`src/rtl/retire_monitor.sv`:
```
// ============================================================================
// Module   : retire_monitor
// Purpose  : End-of-test monitor placed after a 5-stage pipeline top. Watches
//            the decode-stage PC and the memory-stage store bus and decides
//            pass / fail / timeout. It also counts cycles and stores, and it
//            raises a sticky done flag.
// Ports    :
//   clk           in   1      system clock, rising edge
//   rst           in   1      synchronous active-high reset
//   pcd           in   32     decode-stage PC
//   mem_write_m   in   1      memory-stage store enable
//   alu_result_m  in   32     memory-stage store address
//   write_data_m  in   32     memory-stage store data
//   done          out  1      sticky, test finished
//   pass          out  1      sticky, valid when done=1
//   fail          out  1      sticky, fail store / wrong pass data / halt
//                             without a pass store
//   timeout       out  1      sticky, TIMEOUT_CYCLES elapsed in RUN
//   cycle_count   out  CNT_W  cycles spent in RUN and SETTLE
//   store_count   out  CNT_W  stores observed before DONE (saturating)
//   signature     out  32     rolling store signature
// Options  : define RETIRE_MONITOR_STORE_SIG_EN to build the signature
//            register. Without it, signature is tied to 0.
// Revision : 1.0 - initial release
// ============================================================================
`default_nettype none

module retire_monitor #(
  parameter logic [31:0] HALT_PC        = 32'd292,
  parameter int          SETTLE_CYCLES  = 2,
  parameter logic [31:0] PASS_ADDR      = 32'd100,
  parameter logic [31:0] PASS_DATA      = 32'd25,
  parameter logic [31:0] FAIL_ADDR      = 32'd96,
  parameter int          TIMEOUT_CYCLES = 100000,
  parameter int          CNT_W          = 32
) (
  input  logic             clk,
  input  logic             rst,
  input  logic [31:0]      pcd,
  input  logic             mem_write_m,
  input  logic [31:0]      alu_result_m,
  input  logic [31:0]      write_data_m,
  output logic             done,
  output logic             pass,
  output logic             fail,
  output logic             timeout,
  output logic [CNT_W-1:0] cycle_count,
  output logic [CNT_W-1:0] store_count,
  output logic [31:0]      signature
);

  localparam logic [1:0] ST_RUN    = 2'd0;
  localparam logic [1:0] ST_SETTLE = 2'd1;
  localparam logic [1:0] ST_DONE   = 2'd2;

  localparam int              SET_W        = (SETTLE_CYCLES > 1) ? $clog2(SETTLE_CYCLES) : 1;
  localparam logic [SET_W-1:0] SETTLE_LAST = SET_W'(SETTLE_CYCLES - 1);
  localparam logic [SET_W-1:0] SETTLE_ONE  = SET_W'(1);
  localparam logic [CNT_W-1:0] TIMEOUT_LAST = CNT_W'(TIMEOUT_CYCLES - 1);
  localparam logic [CNT_W-1:0] CNT_ONE      = CNT_W'(1);
  localparam logic [CNT_W-1:0] CNT_MAX      = {CNT_W{1'b1}};

  logic [1:0]       r_state;
  logic [SET_W-1:0] r_settle;
  logic [CNT_W-1:0] r_cycle;
  logic [CNT_W-1:0] r_stores;
  logic             r_done;
  logic             r_pass;
  logic             r_fail;
  logic             r_timeout;

  logic w_active;
  logic w_store;
  logic w_fail_store;
  logic w_pass_store;
  logic w_halt;
  logic w_settle_end;
  logic w_timeout;

  // Stores are evaluated only while the test is still running.
  assign w_active = (r_state == ST_RUN) || (r_state == ST_SETTLE);
  assign w_store  = w_active && mem_write_m;

  assign w_fail_store = w_store &&
                        ((alu_result_m == FAIL_ADDR) ||
                         ((alu_result_m == PASS_ADDR) && (write_data_m != PASS_DATA)));
  assign w_pass_store = w_store && !w_fail_store &&
                        (alu_result_m == PASS_ADDR) && (write_data_m == PASS_DATA);

  // Halt is recognised only in RUN. Once in SETTLE, the PC is ignored.
  assign w_halt       = (r_state == ST_RUN) && (pcd == HALT_PC);
  assign w_settle_end = (r_state == ST_SETTLE) && (r_settle == SETTLE_LAST);
  assign w_timeout    = (r_state == ST_RUN) && (r_cycle == TIMEOUT_LAST);

  always_ff @(posedge clk) begin
    if (rst) begin
      r_state   <= ST_RUN;
      r_settle  <= '0;
      r_cycle   <= '0;
      r_stores  <= '0;
      r_done    <= 1'b0;
      r_pass    <= 1'b0;
      r_fail    <= 1'b0;
      r_timeout <= 1'b0;
    end else if (w_active) begin
      if (w_store && (r_stores != CNT_MAX)) begin
        r_stores <= r_stores + CNT_ONE;
      end
      // Priority: fail store > pass store > halt > settle end / timeout.
      // The cycle counter does not advance on the edge that enters DONE.
      if (w_fail_store) begin
        r_state <= ST_DONE;
        r_done  <= 1'b1;
        r_fail  <= 1'b1;
      end else if (w_pass_store) begin
        r_state <= ST_DONE;
        r_done  <= 1'b1;
        r_pass  <= 1'b1;
      end else if (w_halt) begin
        r_state  <= ST_SETTLE;
        r_settle <= '0;
        r_cycle  <= r_cycle + CNT_ONE;
      end else if (w_settle_end) begin
        // A pass store retires the test on the spot. Reaching the end of
        // SETTLE therefore means that no pass store was ever seen.
        r_state <= ST_DONE;
        r_done  <= 1'b1;
        r_fail  <= 1'b1;
      end else if (w_timeout) begin
        r_state   <= ST_DONE;
        r_done    <= 1'b1;
        r_timeout <= 1'b1;
      end else begin
        r_cycle <= r_cycle + CNT_ONE;
        if (r_state == ST_SETTLE) begin
          r_settle <= r_settle + SETTLE_ONE;
        end
      end
    end else if (r_state != ST_DONE) begin
      // An unused encoding falls back to RUN.
      r_state <= ST_RUN;
    end
  end

`ifdef RETIRE_MONITOR_STORE_SIG_EN
  logic [31:0] r_sig;

  always_ff @(posedge clk) begin
    if (rst) begin
      r_sig <= 32'd0;
    end else if (w_store) begin
      r_sig <= {r_sig[30:0], r_sig[31]} ^ alu_result_m ^ write_data_m;
    end
  end

  assign signature = r_sig;
`else
  assign signature = 32'd0;
`endif

  assign done        = r_done;
  assign pass        = r_pass;
  assign fail        = r_fail;
  assign timeout     = r_timeout;
  assign cycle_count = r_cycle;
  assign store_count = r_stores;

endmodule

`default_nettype wire
```
`config.mk`:
```
export PLATFORM = sky130hd
export DESIGN_NAME = retire_monitor
export DESIGN_NICKNAME = d
export VERILOG_FILES = /design/src/rtl/retire_monitor.sv
export SDC_FILE = /design/constraint.sdc
export NUM_CORES = 1
export LEC_CHECK = 0
export BUFFER_PORTS_ARGS = -buffer_cell sky130_fd_sc_hd__buf_2
export CAP_MARGIN = 0
export CORE_UTILIZATION = 46
export CTS_BUF_LIST = sky130_fd_sc_hd__clkbuf_8 sky130_fd_sc_hd__clkbuf_16
export DETAILED_ROUTE_END_ITERATION = 8
export MAX_ROUTING_LAYER = met4
export PLACE_DENSITY_LB_ADDON = 0.08
export SYNTH_ARGS = -nofsm -noshare
export SYNTH_HDL_FRONTEND = slang
export SYNTH_SLANG_ARGS = --single-unit
```
`constraint.sdc`:
```
create_clock -name clk -period 2.9 [get_ports clk]
set_input_delay 0 -clock clk [delete_from_list [all_inputs] [get_ports clk]]
set_output_delay 0 -clock clk [all_outputs]
set_load 0.05 [all_outputs]
```
==> impl_metrics.csv <==
group,metric,value,unit
floorplanning,die_area,8970,um^2
sta,finalSetupViolations,0,
clock_tree,numCtsBuffers,9,
logic_synthesis,synthTopCellsByCount,"dfxtp_1 (71), nor2_1 (59), a21oi_1 (34)",
clock_tree,cts_htree_levels,3,
power_and_ir_drop,power_frac_clock,0.417,
power_and_ir_drop,peakVddDrop,0.213,mV
place,dp_slack,0.331,ns
critical_path,worst_ep_arrival_time,2.88,ns
finish,final_nets,752,
route,wl_per_cell,13.8,um
finish,areaGrowthSynthToFinish,27.2,%
route,dr_wl_met3,670,um
logic_synthesis,yosysWarnings,0,
sta,finalCriticalPeriod,2.61,ns
logic_synthesis,synthArstFlopShare,0,
power_and_ir_drop,p_per_area,418,nW/um^2
sta,worst_pin_slew,0.964,ns
route,drtIter0Drc,100,
floorplanning,core_area,8260,um^2
finish,drive_above_1_share,0.306,
global_routing,grt_pass1_wl,17.0,mm
clock_tree,clk_transition_reported_paths,0.08,ns
route,via_per_inst,5.37,
outcome,status,"complete, no violations",
floorplanning,initial_core_util,0.479,
power_and_ir_drop,p_sw,548,uW
route,totalWireLength,10.5,mm
logic_synthesis,yosysMostFrequentCell,"dfxtp_1",
clock_tree,cts_setup_buffers,0,
finish,n_antenna_cell,0,
logic_synthesis,synth_edf_count,0,
clock_tree,cts_tree,"yes",
critical_path,start_kind,"flop",
floorplanning,chipWidth,94.7,um
floorplanning,io_pins,199,
route,met1_length,4.68,mm
power_and_ir_drop,power.internal,1550,uW
sta,relSlewSlack,0.352,
route,postRouteAntennaNets,0,
logic_synthesis,ys_ff_latch,71,
min_path,hold_start,"write_data_m[7]",
sta,timing.final.ws_setup,0.292,ns
critical_path,rr_startpoint,"cycle_count[0]",
min_path,hold_depth,6,
sta,fin_crit_sh,0.899,
sta,finalSetupTns,0,ns
logic_synthesis,synth_top_cell_by_area,"dfxtp_1",
global_routing,overflow,0,
logic_synthesis,ys.flop_type,"dfxtp_1",
global_routing,grt_pass1_vias,3681,
place,place_congestion,0.880,
floorplanning,die_h,94.7,um
global_routing,grt_usage,0.246,
critical_path,reg2regPathDepth,7,
critical_path,required,3.17,ns
finish,fillCellCount,782,
place,dp_hpwl,7.97,mm
finish,multi_input_comb_area,2300,um^2
finish,final-seq-area,1420,um^2
critical_path,crit_type,"flop to flop",
sta,fmax,0.383,GHz
critical_path,reg2reg_slack,0.29,ns
sta,rsz0062_at_grt,"false",
sta,finalHoldViolCount,0,
critical_path,cp_max_fo,7,
critical_path,r2r-end,"cycle_count[26]",
floorplanning,rows,33,
logic_synthesis,syn_area,3950,um^2
route,top_layer,"met4",
critical_path,endpoint_kind,"flop",
global_routing,grt_max_degree,42,
power_and_ir_drop,leakage,0.00216,uW
route,dr.pass1.iters,4,
clock_tree,clkLatencyLatePin,0.34,ns
route,met2WireLength,5.01,mm
logic_synthesis,avgSynthCellArea,8.15,um^2
min_path,hold_class,"input port to flop",
logic_synthesis,synth_area_leaders,"dfxtp_1 (36%), buf_4 (6.3%), nor2_1 (5.6%), xor2_1 (4.7%), a21oi_1 (4.3%)",
route,drc,0,
sta,slew_viol_final,0,
logic_synthesis,synth.distinct_cells,45,
power_and_ir_drop,swShare,0.261,
clock_tree,root_buffer,"clkbuf_8",
place,port_buffers,166,
power_and_ir_drop,combPwrFrac,0.112,
sta,finalClockSkew,0.0118,ns
clock_tree,clockBufferDepth,2,
global_routing,antenna_found_initial,0,
logic_synthesis,synth_seq_area_share,0.359,
clock_tree,cts.sinks,71,
route,dr_total_vias,4088,
power_and_ir_drop,p_seq_frac,0.471,
logic_synthesis,synth_cells,485,
logic_synthesis,yosys.area.top_type_share,0.359,
min_path,holdPathEnd,"pass",
run,drv_cap,0,
## power groups by stage
| stage | clock network (uW) | registers, uW | logic [uW] |
|---|---|---|---|
| global route | 937 | 991 | 250 |
| finish | 877 | 991 | 235 |
| floorplan | 0 | 1030 | 160 |
| detailed placement | 0 | 1010 | 232 |
| global placement | 0 | 1010 | 229 |
| CTS | 902 | 990 | 234 |
## placed cells by master, fill, tap and decap left out, types with 2 or more instances in the layout
cell type      count
a211oi_1           3
nor2_1            59
buf_2            166
nand2_1           30
o21ai_0           11
mux2i_1            2
dlygate4sd3_1      2
or3_1             13
clkbuf_8          10
xnor2_1           15
nor4bb_1           2
nand4_2            4
nand2b_1           2
conb_1            32
bufinv_16          2
nor4b_2            5
and3_1             7
nand3_1           28
o21ai_1            2
xor2_1            21
and4_1             8
inv_1              9
buf_12             2
mux2_1             2
a21oi_1           34
nor4_1            25
nor3_1            18
nand4_1           22
or4_1             11
o31ai_1            9
and2_1             5
ha_1               2
buf_4              4
dfxtp_1           71
nor2b_1            2
## state kept, by name, indices dropped and copies added, names as in the netlist
signal / cells
done: 1
cycle_count: 32
store_count: 32
timeout: 1
r_state: 2
fail: 1
r_settle: 1
pass: 1
## final cells by class
type,instances,area share
Clock buffer,10,0.0274
Clock inverter,6,0.0169
Inverter,8,0.00597
Multi-Input combinational cell,387,0.458
Sequential cell,71,0.283
Tap cell,105,0.0261
Timing Repair Buffer,174,0.183
## metal layers
metal	up-vias	track usage
met5	-	-
met2	147	0.397
li1	2043	-
met4	0	0.0783
met1	1877	0.295
met3	21	0.0676
## worst max path at each step
stage / start / slack (ns) / endpoint / cells after the start
3_5_place_dp: cycle_count[0] / 0.33 / cycle_count[26] / 7
5_1_grt: cycle_count[0] / 0.04 / cycle_count[26] / 7
6_report: cycle_count[0] / 0.29 / cycle_count[26] / 7
3_3_place_gp: cycle_count[0] / 0.28 / cycle_count[26] / 7
2_1_floorplan: cycle_count[0] / 0.23 / cycle_count[26] / 8
4_1_cts: cycle_count[0] / 0.29 / cycle_count[26] / 7
## critical path, cell delays in order, from the launching register on
cell,delay [ns]
dfxtp_1,0.48
ha_1,0.26
nand4_1,0.20
or3_1,0.47
nor3_1,0.51
nand4_1,0.16
or3_1,0.32
a21oi_1,0.13
## logic make-up after synthesis
| family | Yosys count | synth area share |
|---|---|---|
| mux | 4 | 0.0108 |
| other cells | 1 | 0.000948 |
| buf+inv | 58 | 0.0896 |
| flops | 71 | 0.359 |
| simple gates | 249 | 0.360 |
| fa+ha+maj | 2 | 0.00633 |
| compound gates | 64 | 0.0930 |
| xor+xnor | 36 | 0.0797 |
## timing repair
item,CTS,global route
resized for setup,0,0
hold endpoints to repair,1,0
hold buffers,2,0
## stage by stage
| stage | utilization | hold slack, ns | cell area, um^2 | std cells | power [uW] |
|---|---|---|---|---|---|
| 2_1_floorplan | - | 0.219 | 4070 | 516 | 1190 |
| 5_1_grt | 0.609 | 0.0902 | 5030 | 761 | 2180 |
| 3_5_place_dp | 0.580 | 0.330 | 4790 | 743 | 1240 |
| 3_3_place_gp | 0.580 | 0.316 | 4790 | 743 | 1240 |
| 4_1_cts | 0.609 | 0.0657 | 5030 | 761 | 2130 |
| 6_report | 0.609 | 0.0933 | 5030 | 761 | 2100 |
Note: power is estimated with default switching activity, not from simulation.
